<file path="config.mk">
export PLATFORM = sky130hd
export DESIGN_NAME = mem_port_arbiter
export DESIGN_NICKNAME = d
export VERILOG_FILES = /design/src/rtl/mem_arb_pkg.sv /design/src/rtl/mem_arb_timeout_ctr.sv /design/src/rtl/mem_port_arbiter.sv
export SDC_FILE = /design/constraint.sdc
export NUM_CORES = 1
export LEC_CHECK = 0
export CORE_MARGIN = 8
export CORE_UTILIZATION = 38
export CTS_CLUSTER_SIZE = 30
export DETAILED_ROUTE_END_ITERATION = 10
export PLACE_DENSITY = 0.81
export SLEW_MARGIN = 0
export SYNTH_ARGS = -nofsm -noshare
export SYNTH_HDL_FRONTEND = slang
export SYNTH_HIERARCHICAL = 1
export SYNTH_SLANG_ARGS = --single-unit
</file>
<file path="constraint.sdc">
create_clock -name clk -period 1.9 [get_ports clk]
set_input_delay 0.38 -clock clk [delete_from_list [all_inputs] [get_ports clk]]
set_output_delay 0.38 -clock clk [all_outputs]
set_load 0.01 [all_outputs]
</file>
<file path="src/rtl/mem_arb_pkg.sv">
// mem_arb_pkg -- shared types and default widths for the memory port arbiter.
//   arb_state_e : FSM states (IDLE, REQ, WAIT, RESP)
//   owner_e     : which requester owns the outstanding transaction
//   DEF_*       : default parameter values for the arbiter
package mem_arb_pkg;

  localparam int unsigned DEF_ADDR_WIDTH     = 32;
  localparam int unsigned DEF_DATA_WIDTH     = 32;
  localparam int unsigned DEF_TIMEOUT_CYCLES = 255;

  typedef enum logic [1:0] {
    ST_IDLE = 2'd0,
    ST_REQ  = 2'd1,
    ST_WAIT = 2'd2,
    ST_RESP = 2'd3
  } arb_state_e;

  typedef enum logic {
    OWN_PTW  = 1'b0,
    OWN_DATA = 1'b1
  } owner_e;

endpackage : mem_arb_pkg

</file>
<file path="src/rtl/mem_arb_timeout_ctr.sv">
// mem_arb_timeout_ctr -- counts consecutive cycles spent waiting for a memory
// response and flags the last one. Only instantiated when MEMARB_TIMEOUT_EN
// is defined.
//   clk, rst_n  : clock, asynchronous active-low reset
//   en_i        : high while the arbiter is in WAIT; low clears the count
//   expired_o   : high during the TIMEOUT_CYCLES-th consecutive enabled cycle
module mem_arb_timeout_ctr #(
  parameter int unsigned TIMEOUT_CYCLES = 255
) (
  input  logic clk,
  input  logic rst_n,
  input  logic en_i,
  output logic expired_o
);

  localparam int unsigned CW = $clog2(TIMEOUT_CYCLES + 1);

  logic [CW-1:0] cnt_q;
  logic [CW-1:0] cnt_d;

  // Count resets whenever WAIT is left, so it never needs to saturate.
  assign cnt_d     = en_i ? cnt_q + 1'b1 : '0;
  assign expired_o = en_i && (cnt_q == CW'(TIMEOUT_CYCLES - 1));

  always_ff @(posedge clk or negedge rst_n) begin
    if (!rst_n) begin
      cnt_q <= '0;
    end else begin
      cnt_q <= cnt_d;
    end
  end

endmodule : mem_arb_timeout_ctr

</file>
<file path="src/rtl/mem_port_arbiter.sv">
// mem_port_arbiter -- shares one memory port between the page-table walker
// (fixed high priority) and the translated data path. One transaction is
// outstanding at a time: IDLE -> REQ -> WAIT -> RESP -> IDLE.
//   ptw_req/ptw_addr -> ptw_resp/ptw_data   : page-walk reads (level request)
//   dreq_* (valid/ready) -> dresp_*         : data reads/writes
//   mem_req_* (valid/ready), mem_resp_*     : downstream memory port
//   busy                                    : high whenever not IDLE
// Optional: define MEMARB_TIMEOUT_EN to abort WAIT after TIMEOUT_CYCLES cycles
// (data owner sees dresp_err=1; PTW owner sees ptw_data=0).
module mem_port_arbiter
  import mem_arb_pkg::*;
#(
  parameter int unsigned ADDR_WIDTH     = DEF_ADDR_WIDTH,
  parameter int unsigned DATA_WIDTH     = DEF_DATA_WIDTH,
  parameter int unsigned TIMEOUT_CYCLES = DEF_TIMEOUT_CYCLES
) (
  input  logic                    clk,
  input  logic                    rst_n,
  input  logic                    ptw_req,
  input  logic [ADDR_WIDTH-1:0]   ptw_addr,
  output logic                    ptw_resp,
  output logic [DATA_WIDTH-1:0]   ptw_data,
  input  logic                    dreq_valid,
  output logic                    dreq_ready,
  input  logic                    dreq_we,
  input  logic [ADDR_WIDTH-1:0]   dreq_addr,
  input  logic [DATA_WIDTH-1:0]   dreq_wdata,
  input  logic [DATA_WIDTH/8-1:0] dreq_be,
  output logic                    dresp_valid,
  output logic [DATA_WIDTH-1:0]   dresp_rdata,
  output logic                    dresp_err,
  output logic                    mem_req_valid,
  input  logic                    mem_req_ready,
  output logic                    mem_req_we,
  output logic [ADDR_WIDTH-1:0]   mem_req_addr,
  output logic [DATA_WIDTH-1:0]   mem_req_wdata,
  output logic [DATA_WIDTH/8-1:0] mem_req_be,
  input  logic                    mem_resp_valid,
  input  logic [DATA_WIDTH-1:0]   mem_resp_data,
  output logic                    busy
);

  arb_state_e              state_q, state_d;
  owner_e                  owner_q, owner_d;
  logic                    we_q, we_d;
  logic [ADDR_WIDTH-1:0]   addr_q, addr_d;
  logic [DATA_WIDTH-1:0]   wdata_q, wdata_d;
  logic [DATA_WIDTH/8-1:0] be_q, be_d;
  logic [DATA_WIDTH-1:0]   rdata_q, rdata_d;

`ifdef MEMARB_TIMEOUT_EN
  logic err_q, err_d;
  logic timeout_hit;

  mem_arb_timeout_ctr #(
    .TIMEOUT_CYCLES(TIMEOUT_CYCLES)
  ) u_timeout_ctr (
    .clk      (clk),
    .rst_n    (rst_n),
    .en_i     (state_q == ST_WAIT),
    .expired_o(timeout_hit)
  );

  assign dresp_err = (state_q == ST_RESP) && (owner_q == OWN_DATA) && err_q;
`else
  // Parameter kept for interface compatibility with the timeout build.
  logic unused_timeout_cycles;
  assign unused_timeout_cycles = |TIMEOUT_CYCLES;
  assign dresp_err             = 1'b0;
`endif

  // Combinational handshake: data is held off whenever a walk is pending.
  assign dreq_ready    = (state_q == ST_IDLE) && !ptw_req;
  assign busy          = (state_q != ST_IDLE);
  assign mem_req_valid = (state_q == ST_REQ);
  assign mem_req_we    = we_q;
  assign mem_req_addr  = addr_q;
  assign mem_req_wdata = wdata_q;
  assign mem_req_be    = be_q;
  assign ptw_resp      = (state_q == ST_RESP) && (owner_q == OWN_PTW);
  assign dresp_valid   = (state_q == ST_RESP) && (owner_q == OWN_DATA);
  assign ptw_data      = rdata_q;
  assign dresp_rdata   = rdata_q;

  always_comb begin
    // NOTE: every variable gets a default before the case so no path leaves
    // one unassigned, which would otherwise infer a latch.
    state_d = state_q;
    owner_d = owner_q;
    we_d    = we_q;
    addr_d  = addr_q;
    wdata_d = wdata_q;
    be_d    = be_q;
    rdata_d = rdata_q;
`ifdef MEMARB_TIMEOUT_EN
    err_d   = err_q;
`endif
    unique case (state_q)
      ST_IDLE: begin
        if (ptw_req) begin
          // Walks are always reads of a full word.
          owner_d = OWN_PTW;
          we_d    = 1'b0;
          addr_d  = ptw_addr;
          wdata_d = '0;
          be_d    = '1;
          rdata_d = '0;
          state_d = ST_REQ;
        end else if (dreq_valid) begin
          owner_d = OWN_DATA;
          we_d    = dreq_we;
          addr_d  = dreq_addr;
          wdata_d = dreq_wdata;
          be_d    = dreq_be;
          rdata_d = '0;
          state_d = ST_REQ;
        end
`ifdef MEMARB_TIMEOUT_EN
        err_d = 1'b0;
`endif
      end
      ST_REQ: begin
        if (mem_req_ready) state_d = ST_WAIT;
      end
      ST_WAIT: begin
        if (mem_resp_valid) begin
          // Writes report zero read data regardless of what memory returns.
          rdata_d = we_q ? '0 : mem_resp_data;
          state_d = ST_RESP;
        end
`ifdef MEMARB_TIMEOUT_EN
        else if (timeout_hit) begin
          rdata_d = '0;
          err_d   = (owner_q == OWN_DATA);
          state_d = ST_RESP;
        end
`endif
      end
      ST_RESP: state_d = ST_IDLE;
      default: state_d = ST_IDLE;
    endcase
  end

  always_ff @(posedge clk or negedge rst_n) begin
    if (!rst_n) begin
      state_q <= ST_IDLE;
      owner_q <= OWN_PTW;
      we_q    <= 1'b0;
      addr_q  <= '0;
      wdata_q <= '0;
      be_q    <= '0;
      rdata_q <= '0;
`ifdef MEMARB_TIMEOUT_EN
      err_q   <= 1'b0;
`endif
    end else begin
      // NOTE: non-blocking assignments so every register samples the values
      // from before this edge, independent of statement order.
      state_q <= state_d;
      owner_q <= owner_d;
      we_q    <= we_d;
      addr_q  <= addr_d;
      wdata_q <= wdata_d;
      be_q    <= be_d;
      rdata_q <= rdata_d;
`ifdef MEMARB_TIMEOUT_EN
      err_q   <= err_d;
`endif
    end
  end

endmodule : mem_port_arbiter

</file>
# [Word-level counts from Yosys, hierarchy flattened]
# Cells that the tools add are included.
[op_classes] n_reduce_logical=11 mux=20 eq_ne=6 n_bitwise=1
[op_table] operator="32-bit 2-to-1 mux" n=8
[op_table] operator="32-bit one-hot mux with 2 select lines" n=1
[op_table] operator="2-bit 2-to-1 mux" n=4
[op_table] operator="4-bit 2-to-1 mux" n=2
[op_table] operator="2-bit one-hot mux with 4 select lines" n=1
[op_table] operator="3-bit AND reduction" n=2
[op_table] operator="2-bit nonzero test" n=3
[op_table] operator="2-bit == test (second input constant)" n=2
[op_table] operator="1-bit 2-to-1 mux" n=4
[op_table] operator="1-bit logical AND" n=3
[op_table] operator="3-bit != test (second input constant)" n=1
[op_table] operator="2-bit by 1-bit == test with 1-bit output (second input constant)" n=1
[op_table] operator="2-bit zero test" n=1
[op_table] operator="2-bit by 1-bit != test with 1-bit output (second input constant)" n=1
[op_table] operator="2-bit != test (second input constant)" n=1
[op_table] operator="2-bit AND reduction" n=1
[op_table] operator="1-bit zero test" n=1
[op_table] operator="1-bit NOT" n=1
[word_totals] output_inout_bits=139 elab_cells=45 register_bits=104 inputBits=139

# [Logic depth before layout (Yosys ltp)]
# Gate-level depths: netlist of the first run.
[depth] depth_word=3 mapped_depth=7 mapped_depth_nobuf=5

# [Worst setup path before layout of the first run]
# Ideal clock, no wire load.
[synth_timing] path_type="flip-flop to flip-flop" start="register state_q[0]" end="register state_q[1]" t_arrival_ns=1.559 stages_incl_launch_ff=6 path_slack_ns=0.217 setup_ns=0.125 synth_period_minus_slack_ns=1.683 path_cell_list="dfrtp_1 > inv_1 > ha_1 > nor3b_4 > a221oi_1 > mux2_2"
[synth_via] elab_chain_len=3 elab_cells_between_ends=9 cone_classes="6 x eq/ne; 1 x mux; 2 x reduce/logical"
[synth_lines] item="start: declaration" line_no="mem_port_arbiter.sv:43" rtl="arb_state_e state_q, state_d;"
[synth_lines] item="start signal: assignment" line_no="mem_port_arbiter.sv:159" rtl="state_q <= state_d;"
[synth_lines] item="2-bit by 1-bit == test with 1-bit output (tied with other cells)" line_no="mem_port_arbiter.sv:98" rtl="unique case (state_q)"
[synth_lines] item="2-bit by 1-bit != test with 1-bit output (no source line) (tied with other cells)"
[synth_lines] item="3-bit AND reduction (no source line)"
# Several ways; a longest one is shown, not always the timed one.
# A chain may end at the register's enable or synchronous reset.

# [Final worst setup path of the first run]
# Same ends and word-level chain as after synthesis.

==> flow_summary_export.csv, run 1 <==
group,metric,value,unit
global_route,grt_max_degree,73,
drt,drc,0,
hold_path,hp-start,"mem_req_addr[21]",
yosys,syn_nets,573,
sta,finalHoldViolCount,0,
power,vdd_drop_max,586,uV
finish,fin_nets,816,
global_route,grt_first_pass_wirelength,24.0,mm
sta,min_period,1.84,ns
setup_path,end_kind,"flip-flop",
drt,wl_met2,8.17,mm
yosys,yosysTopAreaCell,"dfrtp_1",
power,pwr_density_cell,1550,nW/um^2
finish,final_util,64.7,%
setup_path,crit_required,2.12,ns
hold_path,hold_class,"flip-flop to flip-flop",
drt,drt_iter0_drc,199,
yosys,syn_inst,428,
finish,postLayoutCellArea,7770,sq um
placement,placedCellCount,806,
setup_path,critical_path_class,"flip-flop to flip-flop",
setup_path,critPathMaxFanout,4,
yosys,synth_ff_type,"dfrtp_1",
yosys,synth_cell_types,22,
run_status,status,"finished clean",
setup_path,reg2regPathDepth,6,
cts,cts_setup_buffers,0,
yosys,yosysWarnings,6,
setup_path,crit_path_start,"state_q[0]",
sta,period_share,96.9,%
drt,routed_wl,15.4,mm
placement,place_hpwl,12.3,mm
global_route,grt_pass1_vias,4328,
sta,setup_tns,0,ns
placement,port_buffers,276,
drt,wl_met1,5.68,mm
yosys,async_flop_share,100,%
cts,cts_buffer_depth,2,
yosys,post-synth-top-count-cell,"dfrtp_1",
global_route,grt.total_usage,18.8,%
drt,met3_length,1.26,mm
yosys,synth.yosys.seq_area_share,55.6,%
global_route,antenna_found_initial,0,
setup_path,worstReg2RegStart,"state_q[0]",
sta,setup_ws,0.0585,ns
setup_path,critical_path.max_stage_delay,0.38,ns
drt,drt-pass1-iter-count,4,
drt,wire_per_inst,18.7,um
yosys,synth_top_area_share,55.6,%
hold_path,worst_hold_path.endpoint,"mem_req_addr[21]",
cts,worstSkewPairLatency,0.33,ns
floorplan,rows,40,
cts,cts_made_buffers,9,
drt,via_per_inst,4.99,
yosys,syn_area_per_cell,10.9,sq um
sta,rsz0062_at_grt,"no",
flow_run,cap_violations,0,
setup_path,crit_family,"flip-flops",
sta,fmax,0.543,GHz
finish,syn2layout_area_growth,65.9,%
floorplan,die_x,127,um
sta,slew_viol_final,0,
floorplan,core_area,12000,sq um
sta,clock_skew,0.00698,ns
floorplan,initial_core_util,39.0,%
drt,routed-via-count,4109,
setup_path,reg2reg_to,"state_q[1]",
placement,pre_cts_ws,0.0430,ns
cts,clockRootBuffer,"clkbuf_16",
cts,clk_pin_slew,0.06,ns
cts,cts.sinks,104,
floorplan,dieArea,16100,sq um
power,p_leak,0.00335,uW
yosys,syn_area,4680,sq um
setup_path,ff2ff_setup_slack,0.06,ns
setup_path,critPathLaunchType,"flip-flop",
setup_path,arrival,2.06,ns
setup_path,crit_slowest_cell,"dfrtp_1",
finish,drive_above_1_share,6.80,%
global_route,gr-total-overflow,0,
hold_path,hold_depth,2,
drt,postRouteAntennaNets,0,
yosys,synth_seq_cells,104,
setup_path,path_cells,"inv_1 -> ha_2 -> buf_4 -> nor3b_4 -> a221oi_1 -> mux2_2",
floorplan,die_y,127,um
placement,place_congestion,0.790,
yosys,synth_edf_count,0,
yosys,yosys-top-cells-count,"dfrtp_1 (104), nand2_1 (66), o21ai_0 (54)",
sta,setup_viol,0,
cts,tritoncts,"yes",
cts,htreeDepth,3,
setup_path,crit_buf_inv,2,
placement,place_area,7480,sq um
finish,layoutNonFillerInstCount,823,
yosys,ys_top_cells_by_area,"dfrtp_1 (56%), mux2i_1 (7.3%), a22o_1 (6.2%), buf_4 (6.1%), o21ai_0 (5.8%)",
drt,top_layer_used,"met4",
finish,n_antenna_cell,0,
floorplan,io_pins,278,
==> sequential cells by signal, indices dropped and copies added, names as in the netlist <==
signal / flops
dresp_rdata: 32
mem_req_addr: 32
mem_req_be: 4
mem_req_wdata: 32
mem_req_we: 1
owner_q: 1
state_q: 2
==> what timing repair did <==
action / in CTS / in global routing
endpoints found under the setup margin: 5 / 4
hold buffers: 1 / 0
resized for setup: 7 / 4
hold endpoints to repair: 26 / 0
==> layout make-up <==
type,instances,area (sq um)
multi-input combinational,253,1680
clock buffer,12,246
sequential,104,2600
inverter,5,18.8
timing repair buffer,298,3010
fill,947,4240
clock inverter,4,30.0
tap,147,184
==> kinds of logic after synthesis <==
| kind of cell | after synthesis | share of synthesized area [%] |
|---|---|---|
| compound gates | 133 | 19.0 |
| flops | 104 | 55.6 |
| simple gates | 77 | 6.87 |
| buf+inv | 71 | 9.09 |
| mux | 36 | 7.75 |
| fa+ha+maj | 6 | 1.60 |
| other cells | 1 | 0.0801 |
==> metal layers <==
metal | vias up | global-route usage [%]
met3 | 20 | 5.74
li1 | 1956 | -
met4 | 0 | 6.65
met2 | 180 | 34.9
met5 | - | 0
met1 | 1953 | 19.5
==> per-stage QoR <==
| stage | hold WS (ns) | total power [uW] |
|---|---|---|
| 2_1_floorplan | 0.0844 | 6810 |
| 3_3_place_gp | 0.329 | 10200 |
| 3_5_place_dp | 0.334 | 10400 |
| 4_1_cts | 0.485 | 12200 |
| 5_1_grt | 0.505 | 12700 |
| 6_report | 0.478 | 12000 |
==> layout by cell type, fill, tap and decap left out, drive strengths merged, types with 4 or more instances in the layout <==
master and instances:
a22o 33, buf 23, clkbuf 13, clkdlybuf4s50 269
dfrtp 104, ha 6, inv 5, mux2i 34
nand2 66, nor2 4, o21ai 64, o22a 4
o31ai 31
==> tightest hold or removal path, cell delays in order, from the launching register on <==
cell	delay, ns
dfrtp_1	0.34
nand2_1	0.04
o21ai_0	0.06
==> how the worst max path moves through the flow <==
stage	cells past startpoint	slack, ns	end
after floorplan	5	0.22	state_q[1]
after global placement	4	0.1	dreq_ready
after detailed placement	6	0.04	state_q[1]
after CTS	4	0.02	dreq_ready
after global routing	6	0.01	state_q[1]
final	6	0.06	state_q[1]
==> report_power, final <==
| part | total, uW | switching, uW | internal (uW) |
|---|---|---|---|
| clock network | 1710 | 786 | 928 |
| registers | 3930 | 677 | 3250 |
| logic | 6380 | 2820 | 3550 |
Power figures use the tool's default switching activity.
==> run 2, diff against run 1 <==
--- a/config.mk
+++ b/config.mk
@@ -10,7 +10,7 @@
 export CTS_CLUSTER_SIZE = 30
 export DETAILED_ROUTE_END_ITERATION = 10
 export PLACE_DENSITY = 0.81
-export SLEW_MARGIN = 0
+export SLEW_MARGIN = 20
 export SYNTH_ARGS = -nofsm -noshare
 export SYNTH_HDL_FRONTEND = slang
 export SYNTH_HIERARCHICAL = 1
==> results of run 2 <==
Final layout, timing and power as in run 1 (identical DEF).
==> run 3, diff against run 2 <==
--- a/config.mk
+++ b/config.mk
@@ -10,6 +10,7 @@
 export CTS_CLUSTER_SIZE = 30
 export DETAILED_ROUTE_END_ITERATION = 10
 export PLACE_DENSITY = 0.81
+export SKIP_CTS_REPAIR_TIMING = 1
 export SLEW_MARGIN = 20
 export SYNTH_ARGS = -nofsm -noshare
 export SYNTH_HDL_FRONTEND = slang
==> flow_summary_export.csv, run 3 (synthesized netlist as in run 1, its figures left out) <==
group,metric,value,unit
power,p_leak,0.00341,uW
global_route,grt_pass1_vias,4308,
sta,setup_tns,0,ns
cts,cts_made_buffers,9,
global_route,grt_max_degree,73,
sta,fmax,0.562,GHz
finish,n_fill_cell,943,
cts,cts.sinks,104,
setup_path,crit_required,2.13,ns
sta,min_period,1.78,ns
placement,place_hpwl,12.3,mm
setup_path,cpMostUsedCell,"buf_4",
cts,tritoncts,"yes",
cts,htreeDepth,3,
drt,drt_iter0_drc,227,
finish,fin_nets,816,
finish,drive_above_1_share,6.80,%
placement,port_buffers,276,
drt,routed-via-count,4123,
finish,postLayoutCellArea,7790,sq um
global_route,gr-total-overflow,0,
global_route,grt.total_usage,18.7,%
floorplan,initial_core_util,39.0,%
cts,worstSkewPairLatency,0.34,ns
floorplan,dieArea,16100,sq um
finish,syn2layout_area_growth,66.5,%
cts,clockRootBuffer,"clkbuf_16",
run_status,status,"finished clean",
sta,rsz0062_at_grt,"no",
finish,final_common_cell,"clkdlybuf4s50_1",
setup_path,critical_path.max_stage_delay,0.37,ns
setup_path,arrival,2.01,ns
drt,via_per_inst,5.01,
drt,wl_met1,5.66,mm
drt,routed_wl,15.5,mm
finish,mostFrequentLayoutCells,"clkdlybuf4s50_1 (269), dfrtp_1 (104), nand2_1 (66)",
floorplan,die_x,127,um
setup_path,crit_family,"buffers and inverters",
placement,place_congestion,0.790,
global_route,antenna_found_initial,0,
cts,clk_pin_slew,0.07,ns
sta,setup_viol,0,
flow_run,cap_violations,0,
placement,place_area,7480,sq um
drt,drt-pass1-iter-count,4,
setup_path,crit_slowest_cell,"dfrtp_1",
setup_path,critPathLaunchType,"flip-flop",
floorplan,core_area,12000,sq um
power,pwr_density_cell,1550,nW/um^2
cts,cts_buffer_depth,2,
global_route,grt_first_pass_wirelength,23.9,mm
floorplan,die_y,127,um
drt,postRouteAntennaNets,0,
drt,met3_length,1.29,mm
finish,n_antenna_cell,0,
sta,slew_viol_final,0,
power,vdd_drop_max,585,uV
floorplan,io_pins,278,
setup_path,path_cells,"inv_1 -> ha_2 -> buf_4 -> nor3b_4 -> buf_4 -> buf_12 -> o21ai_0 -> o31ai_1",
sta,period_share,93.6,%
sta,clock_skew,0.00791,ns
setup_path,critical_path_class,"flip-flop to flip-flop",
sta,finalHoldViolCount,0,
drt,drc,0,
floorplan,rows,40,
setup_path,crit_buf_inv,4,
drt,wl_met2,8.24,mm
setup_path,critPathMaxFanout,40,
drt,wire_per_inst,18.8,um
drt,top_layer_used,"met4",
hold_path,hold_class,"flip-flop to flip-flop",
setup_path,end_kind,"flip-flop",
-- run 3: changes by cell type in the layout (fill, tap and decap cells not counted) --
cell             previous run  this run
dlymetal6s2s_1              0         5
dlygate4sd2_1               3         0
a221oi_2                    0         1
a221oi_1                    1         0
clkdlybuf4s15_1             1         0
clkbuf_2                    1         0
-- run 3: final timing paths --
check,from,endpoint,slack (ns),depth (start not counted)
worst max register to register,state_q[1],dresp_rdata[4],0.12,8
worst min register to register,mem_req_addr[21],mem_req_addr[21],0.48,2
worst min-delay path,mem_req_addr[21],mem_req_addr[21],0.48,2
max in group asynchronous,rst_n,mem_req_wdata[31],0.82,3
worst max-delay path,state_q[1],dresp_rdata[4],0.12,8
min in group asynchronous,rst_n,dresp_rdata[30],0.51,2
-- run 3: per-stage QoR --
step	utilization (%)	hold slack, ns	setup slack (ns)	total power (uW)	instances
6_report	64.9	0.477	0.122	12100	823
5_1_grt	64.9	0.505	0.0104	12800	823
4_1_cts	64.6	-0.0339	-0.308	12200	822
3_5_place_dp	62.3	0.334	0.0430	10400	806
3_3_place_gp	62.3	0.329	0.0960	10200	806
2_1_floorplan	-	0.0844	0.217	6810	428
-- run 3: per-layer routing --
layer / vias up / track usage (%)
met5: - / 0
met4: 0 / 6.65
met3: 20 / 5.70
met2: 179 / 34.8
met1: 1966 / 19.4
li1: 1958 / -
-- run 3: area by class of cell --
cell class	count	area, sq um	area share [%]
multi-input cells	253	1690	21.6
clock buffers	12	246	3.16
clock inverters	4	30.0	0.385
well taps	147	184	2.36
inverters	5	18.8	0.241
repair buffers	298	3030	38.8
flip-flops and latches	104	2600	33.4
-- run 3: power breakdown --
group | leakage, uW | switching (uW) | internal [uW] | total, uW
logic | 0.00193 | 2830 | 3580 | 6410
registers | 0.00135 | 676 | 3250 | 3930
clock network | 0.000133 | 785 | 928 | 1710
-- run 3: worst reg2reg max path, delay by kind of cell (launching register included) --
family                     cells  cell delay [ns]
buffers and inverters          4             0.63
DFF                            1             0.37
and+or+nand+nor                1             0.23
adders and majority gates      1             0.22
AOI/OAI and AO/OA              2             0.22
